**config.mk**
```make
export PLATFORM = sky130hd
export DESIGN_NAME = fetch_tgen_mp
export DESIGN_NICKNAME = d
export VERILOG_FILES = /design/src/rtl/fetch_tgen_pkg.sv /design/src/rtl/fetch_tgen_port.sv /design/src/rtl/fetch_tgen_mp.sv
export SDC_FILE = /design/constraint.sdc
export NUM_CORES = 1
export LEC_CHECK = 0
export CORE_AREA = 5 5 264 266
export CTS_CLUSTER_DIAMETER = 60
export CTS_CLUSTER_SIZE = 12
export DETAILED_ROUTE_END_ITERATION = 8
export DIE_AREA = 0 0 269 271
export DONT_BUFFER_PORTS = 1
export GPL_ROUTABILITY_DRIVEN = 0
export SLEW_MARGIN = 25
export SYNTH_ARGS = -nofsm -noshare
export SYNTH_HDL_FRONTEND = slang
export SYNTH_SLANG_ARGS = --single-unit
```
**constraint.sdc**
```tcl
create_clock -name clk -period 6.8 [get_ports clk]
set_input_delay 1.02 -clock clk [delete_from_list [all_inputs] [get_ports clk]]
set_output_delay 1.02 -clock clk [all_outputs]
set_load 0.1 [all_outputs]
```
**src/rtl/fetch_tgen_pkg.sv**
```systemverilog
// Shared types and constants for the multi-port instruction-fetch traffic generator.
package fetch_tgen_pkg;

  typedef enum logic [1:0] {
    MODE_SEQ    = 2'd0,
    MODE_RANDOM = 2'd1,
    MODE_STRIDE = 2'd2,
    MODE_RSVD   = 2'd3
  } fetch_mode_e;

  typedef enum logic [2:0] {
    ST_IDLE,
    ST_REQ,
    ST_GAP,
    ST_DRAIN,
    ST_DONE
  } port_state_e;

  localparam logic [31:0] LFSR_POLY = 32'h8020_0003;

  // Galois form: shift right, fold the polynomial in when a one falls out.
  function automatic logic [31:0] lfsr_step(input logic [31:0] s);
    return s[0] ? ((s >> 1) ^ LFSR_POLY) : (s >> 1);
  endfunction

endpackage

```
**src/rtl/fetch_tgen_port.sv**
```systemverilog
// One fetch port: request FSM, address generator, LFSR, outstanding tracking.
module fetch_tgen_port
  import fetch_tgen_pkg::*;
#(
  parameter int unsigned FETCH_ADDR_WIDTH = 32,
  parameter int unsigned FETCH_DATA_WIDTH = 128,
  parameter int unsigned N_TRANS          = 1024,
  parameter int unsigned MAX_OUTST        = 2,
  parameter logic [31:0] ADDR_MASK        = 32'h0000_0FF0,
  parameter logic [31:0] SEED             = 32'hACE1_0001
) (
  input  logic                        clk,
  input  logic                        rst_n,
  input  logic                        fetch_enable_i,
  input  logic [1:0]                  mode_i,
  input  logic [FETCH_ADDR_WIDTH-1:0] stride_i,
  input  logic [1:0]                  gap_i,
  output logic                        fetch_req_o,
  output logic [FETCH_ADDR_WIDTH-1:0] fetch_addr_o,
  input  logic                        fetch_gnt_i,
  input  logic                        fetch_rvalid_i,
  input  logic [FETCH_DATA_WIDTH-1:0] fetch_rdata_i,
  output logic                        done_o,
  output logic                        err_o
);

  localparam int unsigned OW = $clog2(MAX_OUTST + 1);
  localparam int unsigned IW = $clog2(N_TRANS + 1);
  localparam logic [OW-1:0] MAX_O  = OW'(MAX_OUTST);
  localparam logic [IW-1:0] LAST_I = IW'(N_TRANS);
  localparam logic [FETCH_ADDR_WIDTH-1:0] MASK = FETCH_ADDR_WIDTH'(ADDR_MASK);
  localparam logic [FETCH_ADDR_WIDTH-1:0] STEP = FETCH_ADDR_WIDTH'(FETCH_DATA_WIDTH / 8);

  port_state_e                 state;
  logic [31:0]                 lfsr;
  logic [OW-1:0]               outst, outst_nx;
  logic [IW-1:0]               issued, issued_inc;
  logic [1:0]                  gap_cnt, gap_len;
  logic                        grant, can_req, last;
  logic [FETCH_ADDR_WIDTH-1:0] addr_nx, first_addr;

  assign grant      = fetch_req_o & fetch_gnt_i;
  assign issued_inc = issued + 1'b1;
  assign last       = (issued_inc == LAST_I);
  assign gap_len    = (gap_i == 2'd3) ? lfsr[1:0] : gap_i;
  assign done_o     = (state == ST_DONE);

  // A stray response with nothing outstanding leaves the counter at zero.
  always_comb begin
    outst_nx = outst;
    if (grant && !fetch_rvalid_i)
      outst_nx = outst + 1'b1;
    else if (!grant && fetch_rvalid_i && outst != '0)
      outst_nx = outst - 1'b1;
  end

  // Request decisions look at the post-update count so a response frees a slot
  // in time for the very next cycle.
  assign can_req = fetch_enable_i && (outst_nx < MAX_O);

  always_comb begin
    case (fetch_mode_e'(mode_i))
      MODE_RANDOM: addr_nx = FETCH_ADDR_WIDTH'(lfsr_step(lfsr)) & MASK;
      MODE_STRIDE: addr_nx = (fetch_addr_o + stride_i) & MASK;
      default:     addr_nx = (fetch_addr_o + STEP) & MASK;
    endcase
    first_addr = (fetch_mode_e'(mode_i) == MODE_RANDOM) ? (FETCH_ADDR_WIDTH'(lfsr) & MASK) : '0;
  end

  always_ff @(posedge clk or negedge rst_n) begin
    if (!rst_n) begin
      state        <= ST_IDLE;
      lfsr         <= SEED;
      outst        <= '0;
      issued       <= '0;
      gap_cnt      <= '0;
      fetch_req_o  <= 1'b0;
      fetch_addr_o <= '0;
      err_o        <= 1'b0;
    end else begin
      outst <= outst_nx;
      if (fetch_rvalid_i && outst == '0) err_o <= 1'b1;
      case (state)
        ST_IDLE: if (fetch_enable_i) begin
          state        <= ST_REQ;
          fetch_addr_o <= first_addr;
          fetch_req_o  <= can_req;
        end
        ST_REQ: if (fetch_req_o) begin
          if (fetch_gnt_i) begin
            issued       <= issued_inc;
            lfsr         <= lfsr_step(lfsr);
            fetch_addr_o <= addr_nx;
            fetch_req_o  <= 1'b0;
            if (gap_len != '0) begin
              state   <= ST_GAP;
              gap_cnt <= gap_len;
            end else if (last) begin
              state <= ST_DRAIN;
            end else begin
              fetch_req_o <= can_req;
            end
          end
        end else begin
          fetch_req_o <= can_req;
        end
        ST_GAP: if (gap_cnt == 2'd1) begin
          if (issued == LAST_I) begin
            state <= ST_DRAIN;
          end else begin
            state       <= ST_REQ;
            fetch_req_o <= can_req;
          end
        end else begin
          gap_cnt <= gap_cnt - 1'b1;
        end
        ST_DRAIN: if (outst_nx == '0) state <= ST_DONE;
        default: ;
      endcase
    end
  end

  // Read data carries no payload for this generator; only its definedness is policed.
  always_ff @(posedge clk) begin
    if (rst_n && fetch_rvalid_i) assert (!$isunknown(fetch_rdata_i));
  end

endmodule

```
**src/rtl/fetch_tgen_mp.sv**
```systemverilog
// Multi-port fetch traffic generator: NB_PORTS independent ports plus end-of-run flag.
module fetch_tgen_mp
  import fetch_tgen_pkg::*;
#(
  parameter int unsigned NB_PORTS         = 4,
  parameter int unsigned FETCH_ADDR_WIDTH = 32,
  parameter int unsigned FETCH_DATA_WIDTH = 128,
  parameter int unsigned N_TRANS          = 1024,
  parameter int unsigned MAX_OUTST        = 2,
  parameter logic [31:0] ADDR_MASK        = 32'h0000_0FF0,
  parameter logic [31:0] SEED             = 32'hACE1_0001
) (
  input  logic                                       clk,
  input  logic                                       rst_n,
  input  logic                                       fetch_enable_i,
  input  logic [1:0]                                 mode_i,
  input  logic [FETCH_ADDR_WIDTH-1:0]                stride_i,
  input  logic [1:0]                                 gap_i,
  output logic [NB_PORTS-1:0]                        fetch_req_o,
  output logic [NB_PORTS-1:0][FETCH_ADDR_WIDTH-1:0]  fetch_addr_o,
  input  logic [NB_PORTS-1:0]                        fetch_gnt_i,
  input  logic [NB_PORTS-1:0]                        fetch_rvalid_i,
  input  logic [NB_PORTS-1:0][FETCH_DATA_WIDTH-1:0]  fetch_rdata_i,
  output logic                                       eoc_o,
  output logic [NB_PORTS-1:0]                        err_o
);

  logic [NB_PORTS-1:0] done;

  for (genvar p = 0; p < NB_PORTS; p++) begin : g_port
    fetch_tgen_port #(
      .FETCH_ADDR_WIDTH (FETCH_ADDR_WIDTH),
      .FETCH_DATA_WIDTH (FETCH_DATA_WIDTH),
      .N_TRANS          (N_TRANS),
      .MAX_OUTST        (MAX_OUTST),
      .ADDR_MASK        (ADDR_MASK),
      .SEED             (SEED ^ 32'(p))
    ) u_port (
      .clk            (clk),
      .rst_n          (rst_n),
      .fetch_enable_i (fetch_enable_i),
      .mode_i         (mode_i),
      .stride_i       (stride_i),
      .gap_i          (gap_i),
      .fetch_req_o    (fetch_req_o[p]),
      .fetch_addr_o   (fetch_addr_o[p]),
      .fetch_gnt_i    (fetch_gnt_i[p]),
      .fetch_rvalid_i (fetch_rvalid_i[p]),
      .fetch_rdata_i  (fetch_rdata_i[p]),
      .done_o         (done[p]),
      .err_o          (err_o[p])
    );
  end

  always_ff @(posedge clk or negedge rst_n) begin
    if (!rst_n) eoc_o <= 1'b0;
    else        eoc_o <= &done;
  end

endmodule
```
==> results_dict.tcl, run 1 <==
set metrics [dict create \
    die_w_um 269 \
    drive_gt1_share_pct 7.71 \
    cts_max_path_buffers 3 \
    cp-start-kind "primary input" \
    wire_per_inst_um 13.5 \
    fin_skew_ns 0.0219 \
    drcViolationCount 0 \
    coreArea_sq_um 66800 \
    post-route-period-util_pct 50.4 \
    num_vias 9752 \
    io_pins 696 \
    row_count 95 \
    seq_area_frac_synth_pct 44.5 \
    diodes 0 \
    min_period_ns 3.43 \
    yosys_warnings 0 \
    grt_first_pass_wirelength_um 50000 \
    ant_nets 0 \
    viasPerCell 4.12 \
    synth_enable_flop_cells 0 \
    die-area_sq_um 72900 \
    stdcell_count 2365 \
    postSynthAreaPerCell_sq_um 9.06 \
    p_leak_nw 6.65 \
    cp-end-kind "flip-flop" \
    post-dp-hpwl_um 22200 \
    cts.sink_count 241 \
    required_ns 7.21 \
    synthesis.area_sq_um 13700 \
    r2r_cells 7 \
    r2r-end "g_port[0].u_port.fetch_addr_o[11]" \
    drt_iter0_markers 702 \
    worstMarginPinSlew_ns 1.12 \
    cts-root-buf "clkbuf_16" \
    drt_pre_antenna_iters 5 \
    cts_setup_buffers 0 \
    post_cts_resize_count 0 \
    ys.flop_type "dfrtp_1" \
    dp.cells 2321 \
    grt_overflow 0 \
    grt_setup_unrepaired "false" \
    ys_seq_elements 241 \
    placed_area_sq_um 14200 \
    syn_inst 1508 \
    grt_pass1_vias 9036 \
    drv_cap 0 \
    r2r_slack_ns 3.85 \
    status "complete, no violations" \
    cp-startpoint "mode_i[0]" \
    ys_async_sr_fraction_pct 100 \
    finalHoldViolCount 0 \
    synth_largest_area_cell "dfrtp_1" \
    io_buffer_count 0 \
    postLayoutCellArea_sq_um 14900 \
    finalSetupViolCount 0 \
    cts_buffers 25 \
    cts_tree "done" \
    grt_use_total_pct 8.35 \
    crit_arrival_ns 3.84 \
    grt_max_degree 242 \
    worstSetupPathType "primary input to flip-flop" \
    routed_wl_um 32000 \
    ir_worst_vdd_mv 0.290 \
    area_growth_pct 9.20 \
    slew_violations 0 \
    path_clk_slew_ns 0.06 \
    synthDistinctLibCells 80 \
    yosys-top-cells-area "dfrtp_1 38%, nand2_1 10%, dfstp_2 6.9%, buf_4 5.7%, ha_1 4.0%" \
    hp-class "primary input to asynchronous set/reset pin" \
    nets 2082 \
    max_freq_mhz 292 \
    htreeDepth 1 \
    die_h_um 271 \
    fin_setup_tns_ns 0 \
    power_density_nw_per_um2 377 \
    nFillCells 7273 \
    maxSlewHeadroom_pct 25.5 \
    start_util_pct 20.5 \
    hold_buffers 0 \
    synth_top_area_share_pct 37.5 \
    r2r-start "g_port[0].u_port.fetch_addr_o[5]" \
    antenna_found_initial 0 \
    clk_latency_ns 0.54 \
    critPathMaxFanout 9 \
]
-- worst max path at each step --
stage	end	depth (start not counted)
final	g_port[1].u_port.fetch_addr_o[11]	10
after global routing	g_port[1].u_port.fetch_addr_o[11]	10
after CTS	g_port[1].u_port.fetch_addr_o[11]	10
after detailed placement	g_port[1].u_port.fetch_addr_o[11]	10
after global placement	g_port[1].u_port.fetch_addr_o[11]	10
after floorplan	g_port[0].u_port.fetch_addr_o[11]	10
-- cell families (layout without fill, tap and decap cells) --
kind of cell | Yosys count | in the layout | share of synthesized area, %
AO/OA/AOI/OAI | 255 | 255 | 12.5
multiplexers | 51 | 51 | 4.04
adder cells (fa/ha/maj) | 48 | 48 | 4.61
buffers and inverters | 219 | 108 | 9.15
flip-flops | 241 | 241 | 44.5
other | 1 | 96 | 0.0274
AND/OR/NAND/NOR | 615 | 615 | 20.2
XOR/XNOR | 78 | 78 | 5.00
-- sequential cells by signal, summed over array words and instances (netlist names), 4 cells and up --
name                        cells
g_port.u_port.issued           44
g_port.u_port.gap_cnt           8
g_port.u_port.state            12
g_port.u_port.err_o             4
g_port.u_port.fetch_addr_o     32
g_port.u_port.outst             8
g_port.u_port.lfsr            128
g_port.u_port.fetch_req_o       4
-- power breakdown --
group          switching (W)  internal, W  total [W]
clock network       0.000580     0.000726    0.00131
registers            0.00115      0.00167    0.00281
logic               0.000923     0.000585    0.00151
-- routing by layer --
metal  global-route usage (%)  part of all wire [%]
met1                     11.6                    46
met5                        0                     0
met2                     12.5                    43
met3                     3.38                   9.1
met4                     1.13                   1.3
-- critical path, stage by stage --
cell,delay [ns]
and2b_1,0.28
nand2_1,0.35
inv_1,0.38
ha_1,0.29
a21o_1,0.19
a211o_1,0.34
a2111oi_4,0.32
o21ai_0,0.17
and2b_1,0.20
o311a_1,0.27
-- synth_stat cells, drive strengths merged (13+ instances only) --
cell type	instances
xnor2	57
buf	136
nand3	22
nor2b	13
ha	44
nor2	74
o21ai	50
xor2	21
a21oi	69
o21a	18
mux2	33
dfstp	36
dfrtp	205
clkbuf	33
nor3	29
nand2	375
mux2i	18
inv	50
nand4	23
-- placed cells by master (no fill, tap or decap), drive strengths merged, types with 13 or more instances in the layout --
master,count
nand2,375
dfrtp,205
conb,96
nor2,74
a21oi,69
xnor2,57
inv,52
o21ai,50
ha,44
clkbuf,40
dfstp,36
mux2,33
nor3,29
nand4,23
nand3,22
xor2,21
mux2i,18
o21a,18
buf,14
nor2b,13
-- layout make-up --
class                           count  area (sq um)  share of cell area, %
Clock inverter                      4          55.1                  0.369
Clock buffer                       40           682                   4.57
Tap cell                          873          1090                   7.32
Sequential cell                   241          6090                   40.8
Inverter                           50           188                   1.26
Timing Repair Buffer               14           105                  0.704
Multi-Input combinational cell   1143          6710                   45.0
-- through the flow --
| step | setup WS (ns) | utilization (%) | power (W) | hold slack (ns) |
|---|---|---|---|---|
| 3_5_place_dp | 2.84 | 21.2 | 0.00436 | 0.447 |
| 3_3_place_gp | 2.85 | 21.2 | 0.00433 | 0.442 |
| 2_1_floorplan | 3.43 | - | 0.00404 | 0.429 |
| 5_1_grt | 3.20 | 22.3 | 0.00597 | 0.158 |
| 4_1_cts | 3.40 | 22.3 | 0.00568 | 0.167 |
| 6_report | 3.37 | 22.3 | 0.00563 | 0.176 |
No activity file was read; power rests on OpenSTA's default activity.
==> run 2, diff against run 1 <==
- clock period: 6.8 -> 3.4 ns (I/O delays scaled with it)
==> run 2 against run 1 <==
Compared with the run above: the flow now finishes with violations (negative hold slack); combinational power rose to 3.3 times the previous value; clock power rose by 110%; wire length rose by 1.6%; first-iteration DRC count fell by 5.0%; utilization rose by 0.52 points; largest power group is now combinational cells; largest cell class unchanged; sequential share of layout area fell by 1.0 points; sequential power rose by 42%; highest routed layer unchanged; critical path depth did not move.
==> results_dict.tcl, run 2 (synthesis gave the netlist of run 1 again) <==
set metrics [dict create \
    status "finished, violations left" \
    violations "negative hold slack" \
    grt.met1_usage_pct 12.2 \
    htreeDepth 1 \
    wire_per_inst_um 13.5 \
    area_growth_pct 11.8 \
    num_vias 9826 \
    r2r_slack_ns 1.03 \
    layout_commonest_cell "nand2_1" \
    largest-register "g_port.u_port.lfsr" \
    viasPerCell 4.08 \
    cp-startpoint "mode_i[0]" \
    io_pins 696 \
    critical-path-max-stage-delay_ns 0.34 \
    cts_tree "done" \
    maxSlewHeadroom_pct 33.5 \
    grt_pass1_vias 9291 \
    r2r-end "g_port[3].u_port.fetch_addr_o[10]" \
    worstMarginPinSlew_ns 0.997 \
    path_clk_slew_ns 0.06 \
    grt.met3_usage_pct 3.05 \
    largest_register_ffs 128 \
    antenna_found_initial 0 \
    min_period_ns 2.62 \
    worstSetupPathType "primary input to flip-flop" \
    clk_latency_ns 0.53 \
    worstPathCellList "and2b_1 -> nand2_1 -> inv_1 -> ha_1 -> a21o_1 -> a211o_1 -> a2111oi_4 -> o21ai_0 -> and2b_1 -> o311a_1" \
    grt_max_degree 242 \
    top_usage_layer "met2" \
    grt_setup_unrepaired "false" \
    drv_cap 0 \
    final_util_pct 22.9 \
    p_leak_nw 6.90 \
    cts_max_path_buffers 3 \
    slowest_stage "a211o_1" \
    final_cell_mix "374 x nand2_1, 205 x dfrtp_1, 96 x conb_1" \
    timing.hold.ws_ns -0.327 \
    finalHoldViolCount 227 \
    r2r_cells 10 \
    met2_usage_pct 12.5 \
    power_density_nw_per_um2 769 \
    cts_buffers 25 \
    post-dp-hpwl_um 23000 \
    grt_use_total_pct 8.60 \
    cts_setup_buffers 0 \
    post-route-period-util_pct 77.1 \
    drt_iter0_markers 667 \
    cts-root-buf "clkbuf_16" \
    cts.sink_count 241 \
    ant_nets 0 \
    grt_first_pass_wirelength_um 51400 \
    timing.critical_path.mode_cell "and2b_1" \
    ir_worst_vdd_mv 0.512 \
    hp-class "primary input to asynchronous set/reset pin" \
    drt_pre_antenna_iters 5 \
    drcViolationCount 0 \
    coreArea_sq_um 66800 \
    crit_end "g_port[0].u_port.fetch_addr_o[11]" \
    die-area_sq_um 72900 \
    finalSetupViolCount 0 \
    critPathMaxFanout 9 \
    grt_overflow 0 \
    cp-start-kind "primary input" \
    die_w_um 269 \
    io_buffer_count 0 \
    r2r-start "g_port[3].u_port.fetch_addr_o[4]" \
    reg_top3 "g_port.u_port.lfsr (128), g_port.u_port.issued (44), g_port.u_port.fetch_addr_o (32)" \
    nets 2122 \
    cp-end-kind "flip-flop" \
    max_freq_mhz 382 \
    start_util_pct 20.5 \
    fin_skew_ns 0.0109 \
    drive_gt1_share_pct 9.52 \
    required_ns 3.82 \
    crit_arrival_ns 3.04 \
    row_count 95 \
    slew_violations 0 \
    post_cts_resize_count 0 \
    routed_wl_um 32500 \
    fin_setup_tns_ns 0 \
    die_h_um 271 \
    diodes 0 \
]
[run 2: changes by cell type in the layout (fill, tap and decap cells not counted)]
cell	before	now
clkbuf_1	15	14
bufinv_16	1	4
clkinvlp_4	1	0
dfrtp_2	11	0
inv_6	2	0
buf_4	14	54
clkinv_2	0	2
dfrtp_1	194	205
a211oi_2	0	1
a211oi_4	1	0
[run 2: worst min path at each step]
stage / from / end / cells past startpoint / slack [ns]
6_report: rst_n / g_port[0].u_port.fetch_addr_o[8] / 0 / -0.33
4_1_cts: rst_n / g_port[0].u_port.fetch_addr_o[8] / 0 / -0.34
3_3_place_gp: rst_n / g_port[2].u_port.fetch_addr_o[10] / 0 / 0.23
2_1_floorplan: rst_n / eoc_o / 0 / 0.21
5_1_grt: rst_n / g_port[0].u_port.fetch_addr_o[8] / 0 / -0.35
3_5_place_dp: rst_n / g_port[0].u_port.fetch_addr_o[8] / 0 / 0.23
[run 2: report_power, final]
| group | total (W) | internal [W] | switching [W] |
|---|---|---|---|
| sequential | 0.00399 | 0.00336 | 0.000635 |
| combinational | 0.00495 | 0.00141 | 0.00354 |
| clock | 0.00281 | 0.00167 | 0.00114 |
[run 2: through the flow]
| stage | instance area (sq um) | hold WS (ns) | setup WS [ns] | power [W] | cells |
|---|---|---|---|---|---|
| after floorplan | 14000 | 0.214 | 0.536 | 0.00808 | 1603 |
| after global placement | 14500 | 0.232 | 0.278 | 0.00898 | 2361 |
| after detailed placement | 14500 | 0.230 | 0.225 | 0.00902 | 2361 |
| after CTS | 15300 | -0.337 | 0.777 | 0.0119 | 2406 |
| after global routing | 15300 | -0.352 | 0.631 | 0.0125 | 2406 |
| final | 15300 | -0.327 | 0.779 | 0.0118 | 2406 |
[run 2: worst max-delay path: cells and delay by family]
| kind | cells | cell delay, ns |
|---|---|---|
| compound gates | 5 | 1.32 |
| fa+ha+maj | 1 | 0.30 |
| buf+inv | 1 | 0.27 |
| simple gates | 3 | 0.63 |
[run 2: area by class of cell]
| class | count | area (sq um) |
|---|---|---|
| clock buffers | 39 | 678 |
| clock inverters | 6 | 130 |
| fillers | 7290 | 51500 |
| inverters | 50 | 188 |
| multi-input cells | 1143 | 6700 |
| flip-flops and latches | 241 | 6080 |
| well taps | 873 | 1090 |
| repair buffers | 54 | 405 |
[run 2: metal layers]
layer | wire length, um | share of wire, %
met3 | 2400 | 7.4
met1 | 15500 | 48
met4 | 780 | 2.4
met2 | 13900 | 43
met5 | 0 | 0
==> run 3, diff against run 2 <==
- clock period: 3.4 -> 2.15 ns (I/O delays scaled with it)
==> run 3 against run 2 <==
Compared with the run above: the flow finishes with violations (negative hold slack, negative setup slack); combinational power is 86% higher; die area is the same; via count rose by 6.6%; clock-buffer cell count is 2 higher; clock power grew 67%; register-to-register slack lost 1.2 ns; hold slack worse by 0.19 ns; utilization is 1.5 points higher; non-clock buffer count increased by 84; largest cell class unchanged; final cell count grew 3.9%; global-route usage is 0.74 points higher; critical path type is now flip-flop to flip-flop; clock skew decreased by 0.0010 ns.
==> results_dict.tcl, run 3 (synthesis gave the netlist of run 1 again) <==
set metrics [dict create \
    status "finished, violations left" \
    violations "negative hold slack, negative setup slack" \
    p_leak_nw 7.38 \
    setup_ws_ns -0.166 \
    finalHoldViolCount 241 \
    min_period_ns 2.32 \
    grt_overflow 0 \
    seqCellArea_sq_um 6110 \
    post-route-period-util_pct 108 \
    cts_buffers 27 \
    largest_register_ffs 128 \
    grt_setup_unrepaired "true" \
    postLayoutCellArea_sq_um 16300 \
    area_growth_pct 19.2 \
    fin_skew_ns 0.00985 \
    placed_area_sq_um 15200 \
    multi_input_area_sq_um 6830 \
    final_cell_mix "373 x nand2_1, 187 x dfrtp_1, 125 x buf_4" \
    critPathTopFamily "compound AO/OA/AOI/OAI gates" \
    viasPerCell 4.19 \
    coreArea_sq_um 66800 \
    critical-path-max-stage-delay_ns 0.50 \
    p_switching_w 0.00895 \
    grt_max_degree 242 \
    power_density_nw_per_um2 1230 \
    clk_latency_ns 0.53 \
    clockPowerShare_pct 23.4 \
    critPathMaxFanout 2 \
    nFillCells 7143 \
    cts_max_path_buffers 3 \
    drt_pre_antenna_iters 5 \
    grt_pass1_vias 10400 \
    drcViolationCount 0 \
    hp-class "primary input to asynchronous set/reset pin" \
    p_int_w 0.0111 \
    htreeDepth 1 \
    worstPathCellList "ha_4 -> a21o_1 -> a211o_1 -> a2111oi_4 -> o21ai_1 -> and2b_1 -> o311a_1" \
    cts-root-buf "clkbuf_16" \
    path_buf_inv 0 \
    max_freq_mhz 432 \
    timing.hold.ws_ns -0.518 \
    cp-end-kind "flip-flop" \
    fin_setup_tns_ns -0.408 \
    worstSetupPathType "flip-flop to flip-flop" \
    ir_worst_vdd_mv 0.800 \
    grt_use_total_pct 9.33 \
    worstMarginPinSlew_ns 0.958 \
    start_util_pct 20.5 \
    path_clk_slew_ns 0.06 \
    slew_violations 0 \
    nets 2208 \
    drv_cap 0 \
    maxSlewHeadroom_pct 36.1 \
    required_ns 2.57 \
    routed_wl_um 35400 \
    crit_arrival_ns 2.73 \
    row_count 95 \
    ant_nets 0 \
    switching_share_pct 44.7 \
    die-area_sq_um 72900 \
    wire_per_inst_um 14.2 \
    reg_top3 "g_port.u_port.lfsr (128), g_port.u_port.issued (44), g_port.u_port.fetch_addr_o (32)" \
    num_vias 10500 \
    place_ws_ns -0.516 \
    slowest_stage "dfrtp_4" \
    drive_gt1_share_pct 17.0 \
    io_buffer_count 0 \
    die_h_um 271 \
    post-dp-hpwl_um 26000 \
    dp.cells 2439 \
    antenna_found_initial 7 \
    io_pins 696 \
    pwr-share-comb_pct 45.9 \
    cts.sink_count 241 \
    p_seq_share_pct 30.6 \
    cts_tree "done" \
    cp-start-kind "flip-flop" \
    hold_buffers 4 \
    layout_commonest_cell "nand2_1" \
    grt_first_pass_wirelength_um 56000 \
    largest-register "g_port.u_port.lfsr" \
    die_w_um 269 \
    drt_iter0_markers 693 \
    finalSetupViolCount 3 \
    stdcell_count 2499 \
]
==> run 3: changes by cell type in the layout (fill, tap and decap cells not counted), sizes merged <==
cell	previous run	this run
bufinv	4	3
buf	54	134
dlygate4sd3	0	4
clkinv	2	3
inv	50	52
clkbuf	39	41
diode	0	5
==> run 3: repair_timing <==
item	in CTS	in global routing
buffers inserted	2	0
hold endpoints to repair	246	241
setup endpoints to repair	6	11
resized for setup	10	14
pin swaps	10	12
==> run 3: path summary, 6_finish.rpt <==
path,start,end,depth (start not counted),slack (ns)
max,g_port[1].u_port.fetch_addr_o[5],g_port[1].u_port.fetch_addr_o[11],7,-0.17
max reg2reg,g_port[1].u_port.fetch_addr_o[5],g_port[1].u_port.fetch_addr_o[11],7,-0.17
min in group clk,fetch_enable_i,g_port[2].u_port.fetch_req_o,2,0.03
max in group asynchronous,rst_n,g_port[1].u_port.lfsr[16],0,2.32
min,rst_n,g_port[0].u_port.lfsr[17],0,-0.52
min reg2reg,g_port[1].u_port.lfsr[23],g_port[1].u_port.lfsr[22],2,0.45
==> run 3: layer usage <==
layer / vias up / part of all wire (%) / GRT usage, %
met3: 59 / 9.5 / 3.87
met5: - / 0.037 / 0
met2: 232 / 45 / 14.7
met1: 5064 / 43 / 11.8
met4: 2 / 3.0 / 2.63
li1: 5115 / - / -
==> run 3: cell type report <==
| class | instances | share of cell area [%] |
|---|---|---|
| multi-input cells | 1143 | 42.0 |
| flip-flops and latches | 241 | 37.5 |
| repair buffers | 138 | 7.03 |
| well taps | 873 | 6.71 |
| clock buffers | 41 | 4.72 |
| inverters | 50 | 1.18 |
| clock inverters | 8 | 0.768 |
| diodes | 5 | 0.0768 |
==> run 3: power groups by stage <==
stage,clock (W),sequential [W],combinational [W]
global placement,0,0.00615,0.00893
detailed placement,0,0.00619,0.00911
floorplan,0,0.00820,0.00469
CTS,0.00486,0.00612,0.00925
finish,0.00470,0.00614,0.00921
global route,0.00505,0.00624,0.00996
==> run 3: per-stage QoR <==
stage	total power, W	utilization, %
after global placement	0.0151	22.8
after floorplan	0.0129	-
after global routing	0.0213	24.4
after detailed placement	0.0153	22.8
final	0.0200	24.4
after CTS	0.0202	24.3
